### src/rtl/keypad_pkg.sv
// Purpose: shared types and constants for the keypad hex-entry path.
// Latency: n/a (declarations only).
// Backpressure: n/a.
package keypad_pkg;

  typedef enum logic [1:0] {
    SCAN     = 2'd0,
    DEBOUNCE = 2'd1,
    RELEASE  = 2'd2
  } scan_state_t;

  // Column 0 is driven first after reset.
  localparam logic [3:0] COL_INIT = 4'b1110;

  // Index of the lowest zero bit of an active-low vector. The lowest index wins,
  // so a multi-row press resolves to the lowest row.
  function automatic logic [1:0] low_index(input logic [3:0] v);
    logic [1:0] idx;
    idx = 2'd3;
    for (int i = 3; i >= 0; i--) begin
      if (!v[i]) idx = 2'(i);
    end
    return idx;
  endfunction

endpackage

### src/rtl/keypad_scanner.sv
// Purpose: 4x4 keypad column scanner with row synchronizer, scan divider, debounce FSM.
// Latency: key_pulse 1 clk after the accepting scan tick; rows see 2 clk of sync delay.
// Backpressure: none; key_pulse is a fire-and-forget strobe.
// Ports: clk, rst (sync, active-low), row_in[3:0] (async, active-low),
//        col_out[3:0] (active-low one-hot), key_pulse, key_code[3:0].
module keypad_scanner
  import keypad_pkg::*;
#(
  parameter int SCAN_DIV       = 50000,
  parameter int DEBOUNCE_TICKS = 4
) (
  input  logic       clk,
  input  logic       rst,
  input  logic [3:0] row_in,
  output logic [3:0] col_out,
  output logic       key_pulse,
  output logic [3:0] key_code
);

  localparam int DW = $clog2(SCAN_DIV);
  localparam int CW = $clog2(DEBOUNCE_TICKS + 1);
  localparam logic [DW-1:0] DIV_MAX = DW'(SCAN_DIV - 1);
  localparam logic [CW-1:0] DB_MAX  = CW'(DEBOUNCE_TICKS);

  logic [3:0]    row_m;
  logic [3:0]    row_s;
  logic [DW-1:0] div_cnt;
  logic          tick;
  scan_state_t   state;
  logic [3:0]    cand_rows;
  logic [3:0]    cand_code;
  logic [CW-1:0] cnt;
  logic [CW-1:0] rel_cnt;
  logic [3:0]    new_code;

  assign tick     = (div_cnt == DIV_MAX);
  assign new_code = {low_index(row_s), low_index(col_out)};

  always_ff @(posedge clk) begin
    if (!rst) begin
      row_m     <= 4'hF;
      row_s     <= 4'hF;
      div_cnt   <= '0;
      state     <= SCAN;
      col_out   <= COL_INIT;
      cand_rows <= 4'hF;
      cand_code <= 4'h0;
      cnt       <= '0;
      rel_cnt   <= '0;
      key_pulse <= 1'b0;
      key_code  <= 4'h0;
    end else begin
      row_m     <= row_in;
      row_s     <= row_m;
      div_cnt   <= tick ? '0 : div_cnt + 1'b1;
      key_pulse <= 1'b0;
      if (tick) begin
        case (state)
          SCAN: begin
            if (row_s == 4'hF) begin
              col_out <= {col_out[2:0], col_out[3]};
            end else begin
              // Column is held from here until the key is released or rejected.
              cand_rows <= row_s;
              cand_code <= new_code;
              cnt       <= CW'(1);
              if (DEBOUNCE_TICKS == 1) begin
                key_pulse <= 1'b1;
                key_code  <= new_code;
                rel_cnt   <= '0;
                state     <= RELEASE;
              end else begin
                state <= DEBOUNCE;
              end
            end
          end
          DEBOUNCE: begin
            if (row_s == cand_rows) begin
              cnt <= cnt + 1'b1;
              if (cnt + 1'b1 == DB_MAX) begin
                key_pulse <= 1'b1;
                key_code  <= cand_code;
                rel_cnt   <= '0;
                state     <= RELEASE;
              end
            end else begin
              state <= SCAN;
            end
          end
          RELEASE: begin
            // Any low row restarts the release count; no auto-repeat.
            if (row_s == 4'hF) begin
              rel_cnt <= rel_cnt + 1'b1;
              if (rel_cnt + 1'b1 == DB_MAX) state <= SCAN;
            end else begin
              rel_cnt <= '0;
            end
          end
          default: state <= SCAN;
        endcase
      end
    end
  end

endmodule

### src/rtl/keypad_hex_entry.sv
// Purpose: keypad hex entry; shifts digits into a 32-bit word and commits it on enter.
// Latency: entry/digit_count update on the edge an event is seen; out_valid 1 clk after enter.
// Backpressure: data_out held with out_valid until out_ready; enter ignored while out_valid.
// Ports: clk, rst (sync, active-low), row_in/col_out (keypad), btn_enter, btn_back,
//        key_pulse, key_code, entry, digit_count, data_out, out_valid, out_ready.
module keypad_hex_entry
  import keypad_pkg::*;
#(
  parameter int SCAN_DIV       = 50000,
  parameter int DEBOUNCE_TICKS = 4
) (
  input  logic        clk,
  input  logic        rst,
  input  logic [3:0]  row_in,
  output logic [3:0]  col_out,
  input  logic        btn_enter,
  input  logic        btn_back,
  output logic        key_pulse,
  output logic [3:0]  key_code,
  output logic [31:0] entry,
  output logic [3:0]  digit_count,
  output logic [31:0] data_out,
  output logic        out_valid,
  input  logic        out_ready
);

  keypad_scanner #(
    .SCAN_DIV       (SCAN_DIV),
    .DEBOUNCE_TICKS (DEBOUNCE_TICKS)
  ) u_scan (
    .clk       (clk),
    .rst       (rst),
    .row_in    (row_in),
    .col_out   (col_out),
    .key_pulse (key_pulse),
    .key_code  (key_code)
  );

  always_ff @(posedge clk) begin
    if (!rst) begin
      entry       <= 32'h0;
      digit_count <= 4'd0;
      data_out    <= 32'h0;
      out_valid   <= 1'b0;
    end else begin
      if (out_valid && out_ready) out_valid <= 1'b0;
      // Priority enter > back > key; an ignored enter still swallows back/key.
      if (btn_enter) begin
        if (!out_valid) begin
          data_out    <= entry;
          out_valid   <= 1'b1;
          entry       <= 32'h0;
          digit_count <= 4'd0;
        end
      end else if (btn_back) begin
        entry <= entry >> 4;
        if (digit_count != 4'd0) digit_count <= digit_count - 1'b1;
      end else if (key_pulse) begin
        entry <= {entry[27:0], key_code};
        if (digit_count != 4'd8) digit_count <= digit_count + 1'b1;
      end
    end
  end

endmodule

### config.mk
export PLATFORM = sky130hd
export DESIGN_NAME = keypad_hex_entry
export DESIGN_NICKNAME = d
export VERILOG_FILES = /design/src/rtl/keypad_pkg.sv /design/src/rtl/keypad_scanner.sv /design/src/rtl/keypad_hex_entry.sv
export SDC_FILE = /design/constraint.sdc
export NUM_CORES = 1
export LEC_CHECK = 0
export ABC_AREA = 1
export CAP_MARGIN = 20
export CORE_ASPECT_RATIO = 0.6
export CORE_MARGIN = 2
export CORE_UTILIZATION = 48
export DETAILED_ROUTE_END_ITERATION = 8
export HOLD_SLACK_MARGIN = 0.03
export MAX_ROUTING_LAYER = met4
export PLACE_DENSITY = 0.76
export SLEW_MARGIN = 20
export SYNTH_ARGS = -nofsm -noshare
export SYNTH_HDL_FRONTEND = slang
export SYNTH_SLANG_ARGS = --single-unit
### constraint.sdc
create_clock -name clk -period 1.4 [get_ports clk]
set_input_delay 0.28 -clock clk [delete_from_list [all_inputs] [get_ports clk]]
set_output_delay 0.28 -clock clk [all_outputs]
set_load 0.01 [all_outputs]
After elaboration in Yosys (flattened, before gate mapping):

Index checks and enable logic that the tools add are counted.

* multiplexer cells: 33
* bitwise operators: 3
* eq/ne operators: 16
* reductions and logical operators: 18
* add/subtract/negate cells: 5

Operator list (number)
* 32-bit two-way mux: 4
* 4-bit two-way mux: 6
* 4-bit AND reduction: 5
* 2-bit two-way mux: 9
* 16-bit by 1-bit adder with 16-bit output, second input constant: 1
* 16-bit equality test, second input constant: 1
* 3-bit two-way mux: 5
* 3-bit case mux with 2 select lines: 2
* 2-bit by 1-bit != test with 1-bit output, second input constant: 4
* 3-bit by 1-bit adder with 3-bit output, second input constant: 2
* 3-bit equality test, second input constant: 2
* 1-bit two-way mux: 6
* 2-bit case mux with 3 select lines: 1
* 3-bit AND reduction: 2
* 3-bit nonzero test: 2
* 5-bit AND reduction: 1
* 4-bit by 1-bit adder with 4-bit output, second input constant: 1
* 4-bit equality test: 1
* 4-bit equality test, second input constant: 1
* 2-bit != test, second input constant: 2
* 4-bit != test, second input constant: 1
* 2-bit AND reduction: 2
* 2-bit nonzero test: 2
* 4-bit nonzero test: 1
* other kinds (9): 11

* output and inout bits: 78
* register bits after elaboration: 118

Longest topological paths before layout:

* word-level depth: 5
* gate-level depth with buffers: 11

By module:

Synthesis repeated with hierarchy kept, for this count alone.

* cells, all modules: 660
* area total of the unflattened synthesis: 5101.1 sq um

Modules (own cells, without submodules)
* keypad_hex_entry: seq. area each 1381.3 sq um, instances 1, cells an instance 349, area an instance 2786.4 sq um
* keypad_scanner: seq. area each 980.9 sq um, instances 1, cells an instance 311, area an instance 2314.7 sq um

Worst setup path after synthesis:

OpenSTA, ideal clock, no wires.

* path kind: register to register
* start point: reg u_scan.div_cnt[0]
* end point: reg u_scan.div_cnt[7]
* buffers on the path: 1
* setup slack: 0.016 ns
* cell stages (with the launch flop): 8
* setup time: 0.114 ns
* arrival time: 1.269 ns
* cell sequence: dfxtp_1 ha_1 nand3_1 nor2_2 nand4_1 nand2_2 buf_4 nor2_1

* word-level cells in the longest chain between the ends: 2
* elaborated cells between the ends (all ways): 3
* classes of those cells: add/sub (1); eq/ne (1); reduce/logical (1)

Ends and longest elaborated chain
* from (decl): RTL line keypad_scanner.sv:27 `logic [DW-1:0] div_cnt;`
* from (signal assigned): RTL line keypad_scanner.sv:55 `div_cnt <= tick ? '0 : div_cnt + 1'b1;`
* branches (longest 2 deep; another with 16-bit by 1-bit adder with 16-bit output)

Several ways; the timed one is not identified.
A chain may end at the register's enable or synchronous reset.

Worst setup path in the final report:

* start point: reg u_scan.div_cnt[1]
* end point: reg u_scan.cand_rows[3]

* word-level cells in the longest chain between the ends: 2

Ends and longest elaborated chain
* 16-bit equality test: RTL line keypad_scanner.sv:36 `assign tick = (div_cnt == DIV_MAX);`
* 3-bit AND reduction (no source line)
* to (signal assigned): RTL line keypad_scanner.sv:64 `cand_rows <= row_s;`
* to (decl): RTL line keypad_scanner.sv:30 `logic [3:0] cand_rows;`

No other way between the ends.

==> flow_summary.ini <==
[synth]
yosysUniqueCellTypes = 32
synth_top_area_share_pct = 46.5
yosysTopAreaCell = dfxtp_1
yosysSeqAreaShare_pct = 46.5
ys_seq_elements = 118
syn_area_per_cell_sq_um = 7.66
synth_cells = 664
synth_warnings = 0
syn_nets = 685
synth_area_leaders = dfxtp_1, a21oi_1, nand2_1
syn_area_sq_um = 5080

[worst_setup_path]
r2r_cells = 8
r2r_end = u_scan.cand_rows[3]
worstPathRequired_ns = 1.74
end_kind = flop
crit_start = u_scan.div_cnt[1]
worstPathArrival_ns = 1.93
cp_max_fo = 5
path_class = reg -> reg
r2r_start = u_scan.div_cnt[1]
setup.worst_path.end = u_scan.cand_rows[3]
r2r_setup_slack_ns = -0.19
cp-start-kind = flop

[finish]
fill_cells = 801
synthToLayoutAreaGrowth_pct = 46.8
final_net_count = 821
finish.utilization_pct = 71.4
multi_input_area_sq_um = 2580
register_area_sq_um = 2390
final-instance-count-excl-fill = 953
drive_gt1_share_pct = 25.0

[timing]
timing.hold.ws_ns = 0.163
drv_slew = 0
rsz0062_at_grt = yes
setup_viol = 39
fmax_mhz = 630
worst_slack_ns = -0.188
relSlewSlack_pct = 76.0
period_needed_ns = 1.59
worst_pin_slew_ns = 0.358
hold_viol = 0
fin_skew_ns = 0.00674
fin_crit_sh_pct = 113

[min_path]
worstHoldPathType = in -> reg
min_from = rst

[clock_tree]
clk_latency_ns = 0.41
cts_buffers = 17
htreeDepth = 4
cts_tree = built
cts-root-buf = clkbuf_16
hold_buffers = 0
clockBufferDepth = 2
cts_sinks = 118
cts.clk_slew.worst_paths_ns = 0.06

[placement]
port_buffers = 86
gp_congestion = 0.924
hpwl_mm = 9.74
dp.cells = 906

[routing]
routed_wirelength_mm = 16.0
ant_nets = 0
drc = 0
wl_per_cell_microns = 16.8
drtIter0Drc = 572
dr.pass1.iters = 6
vias = 5211
routed_via_density = 5.47

[power]
power_leakage_nw = 3.42
ir_worst_vdd_mv = 0.899
cell_internal_pwr_w = 0.00718
pwr_density_cell_nw_per_um2 = 1290
switchingPower_w = 0.00242
clkPwrFrac_pct = 50.2
swShare_pct = 25.2
pwr-share-seq_pct = 38.1
p_comb_share_pct = 11.7

[grt]
antenna_found_initial = 1
grt_max_degree = 53
grt_pass1_wl_mm = 24.8
grt_pass1_vias = 4938
overflow = 0
grtUsageTotal_pct = 28.5

[outcome]
status = finished, violations left
violations = negative setup slack

[die]
fp.dieH_microns = 83.7
ios = 87
start_util_pct = 48.7
row_count = 29
dieArea_sq_um = 11500
die_w_microns = 137
core_sq_um = 10500

[job]
maxCapViolCount = 0
[registers in the layout, summed over array words and instances (netlist names)]
signal / flops
u_scan.div_cnt: 16
u_scan.state: 2
digit_count: 4
u_scan.key_code: 4
out_valid: 1
u_scan.row_m: 4
u_scan.row_s: 4
u_scan.key_pulse: 1
data_out: 32
u_scan.cand_code: 4
u_scan.col_out: 4
u_scan.cand_rows: 4
u_scan.rel_cnt: 3
u_scan.cnt: 3
entry: 32
[stage by stage]
| stage | cell area [sq um] | TNS (ns) | worst slack, ns | power, W |
|---|---|---|---|---|
| after global routing | 7460 | -7.50 | -0.270 | 0.00989 |
| after floorplan | 5080 | 0 | 0.0163 | 0.00424 |
| after CTS | 7310 | -2.91 | -0.150 | 0.00954 |
| after detailed placement | 6410 | -22.91 | -0.446 | 0.00482 |
| final | 7460 | -4.65 | -0.188 | 0.00960 |
| after global placement | 6410 | -18.08 | -0.353 | 0.00478 |
[routing by layer]
layer	wire length [microns]	vias up	global-route usage [%]	share of wire [%]
met5	0	-	-	0
met4	463	0	12.3	2.9
met3	1290	49	6.31	8.1
met2	7330	263	42.5	46
met1	6950	2437	37.2	43
li1	-	2462	-	-
[synth_stat cells (all sizes together)]
| master | n |
|---|---|
| nand2 | 99 |
| xnor2 | 1 |
| a211oi | 3 |
| nor3 | 6 |
| or2 | 9 |
| nor3b | 2 |
| o22ai | 27 |
| nand4 | 4 |
| inv | 92 |
| nor2 | 62 |
| buf | 12 |
| nand2b | 1 |
| xor2 | 7 |
| fa | 1 |
| a21oi | 90 |
| nand3b | 2 |
| clkbuf | 16 |
| nand3 | 27 |
| dfxtp | 118 |
| o21ai | 70 |
| ha | 11 |
| o211ai | 4 |
[worst min-delay path by stage]
| stage | to | slack [ns] | cells after the start |
|---|---|---|---|
| global placement | u_scan.row_s[2] | 0.40 | 1 |
| global route | u_scan.col_out[3] | 0.17 | 2 |
| CTS | u_scan.col_out[3] | 0.15 | 2 |
| finish | u_scan.col_out[3] | 0.16 | 2 |
| floorplan | u_scan.row_m[0] | 0.39 | 1 |
| detailed placement | u_scan.row_s[2] | 0.40 | 1 |
[logic make-up after synthesis]
kind of cell / Yosys count / synth area share (%)
buf+inv: 120 / 9.15
flops: 118 / 46.5
fa+ha+maj: 12 / 3.10
compound gates: 194 / 20.1
xor+xnor: 8 / 1.38
simple gates: 212 / 19.8
[worst max-delay path: stages (launching register included)]
cell and delay, ns:
dfxtp_4 0.37, ha_4 0.18, nand3_4 0.10, nor2_4 0.14, nand4_1 0.20, buf_4 0.21, nor2_4 0.14, a21oi_1 0.09
o21ai_1 0.09
[cell type report]
cell class | instances | share of cell area (%)
repair buffers | 144 | 17.6
inverters | 92 | 4.69
multi-input cells | 427 | 34.5
clock buffers | 17 | 5.70
clock inverters | 15 | 3.05
well taps | 139 | 2.33
diodes | 1 | 0.0335
flip-flops and latches | 118 | 32.1
[what timing repair did]
| action | in CTS | in global routing |
|---|---|---|
| resized for setup | 150 | 33 |
| gates cloned | 2 | 1 |
| pin swaps | 30 | 23 |
| setup buffers | 7 | 4 |
| setup endpoints to repair | 126 | 54 |
[layout by cell type, fill, tap and decap left out, types with 9 or more instances in the layout]
cell	count
a21oi_1	79
a21oi_2	9
buf_4	47
clkbuf_16	19
dfxtp_1	99
dfxtp_2	16
dlygate4sd2_1	77
inv_1	81
inv_2	9
nand2_1	87
nand2_2	11
nand3_1	17
nor2_1	35
nor2_2	11
nor2_4	16
o21ai_0	38
o21ai_1	32
o22ai_1	27
[power by group through the flow]
stage,Combinational [W],Clock (W),Sequential (W)
floorplan,0.000470,0,0.00377
global placement,0.00107,0,0.00371
detailed placement,0.00110,0,0.00372
CTS,0.00106,0.00482,0.00366
global route,0.00121,0.00500,0.00368
finish,0.00112,0.00482,0.00366
Note: power is estimated with default switching activity, not from simulation.
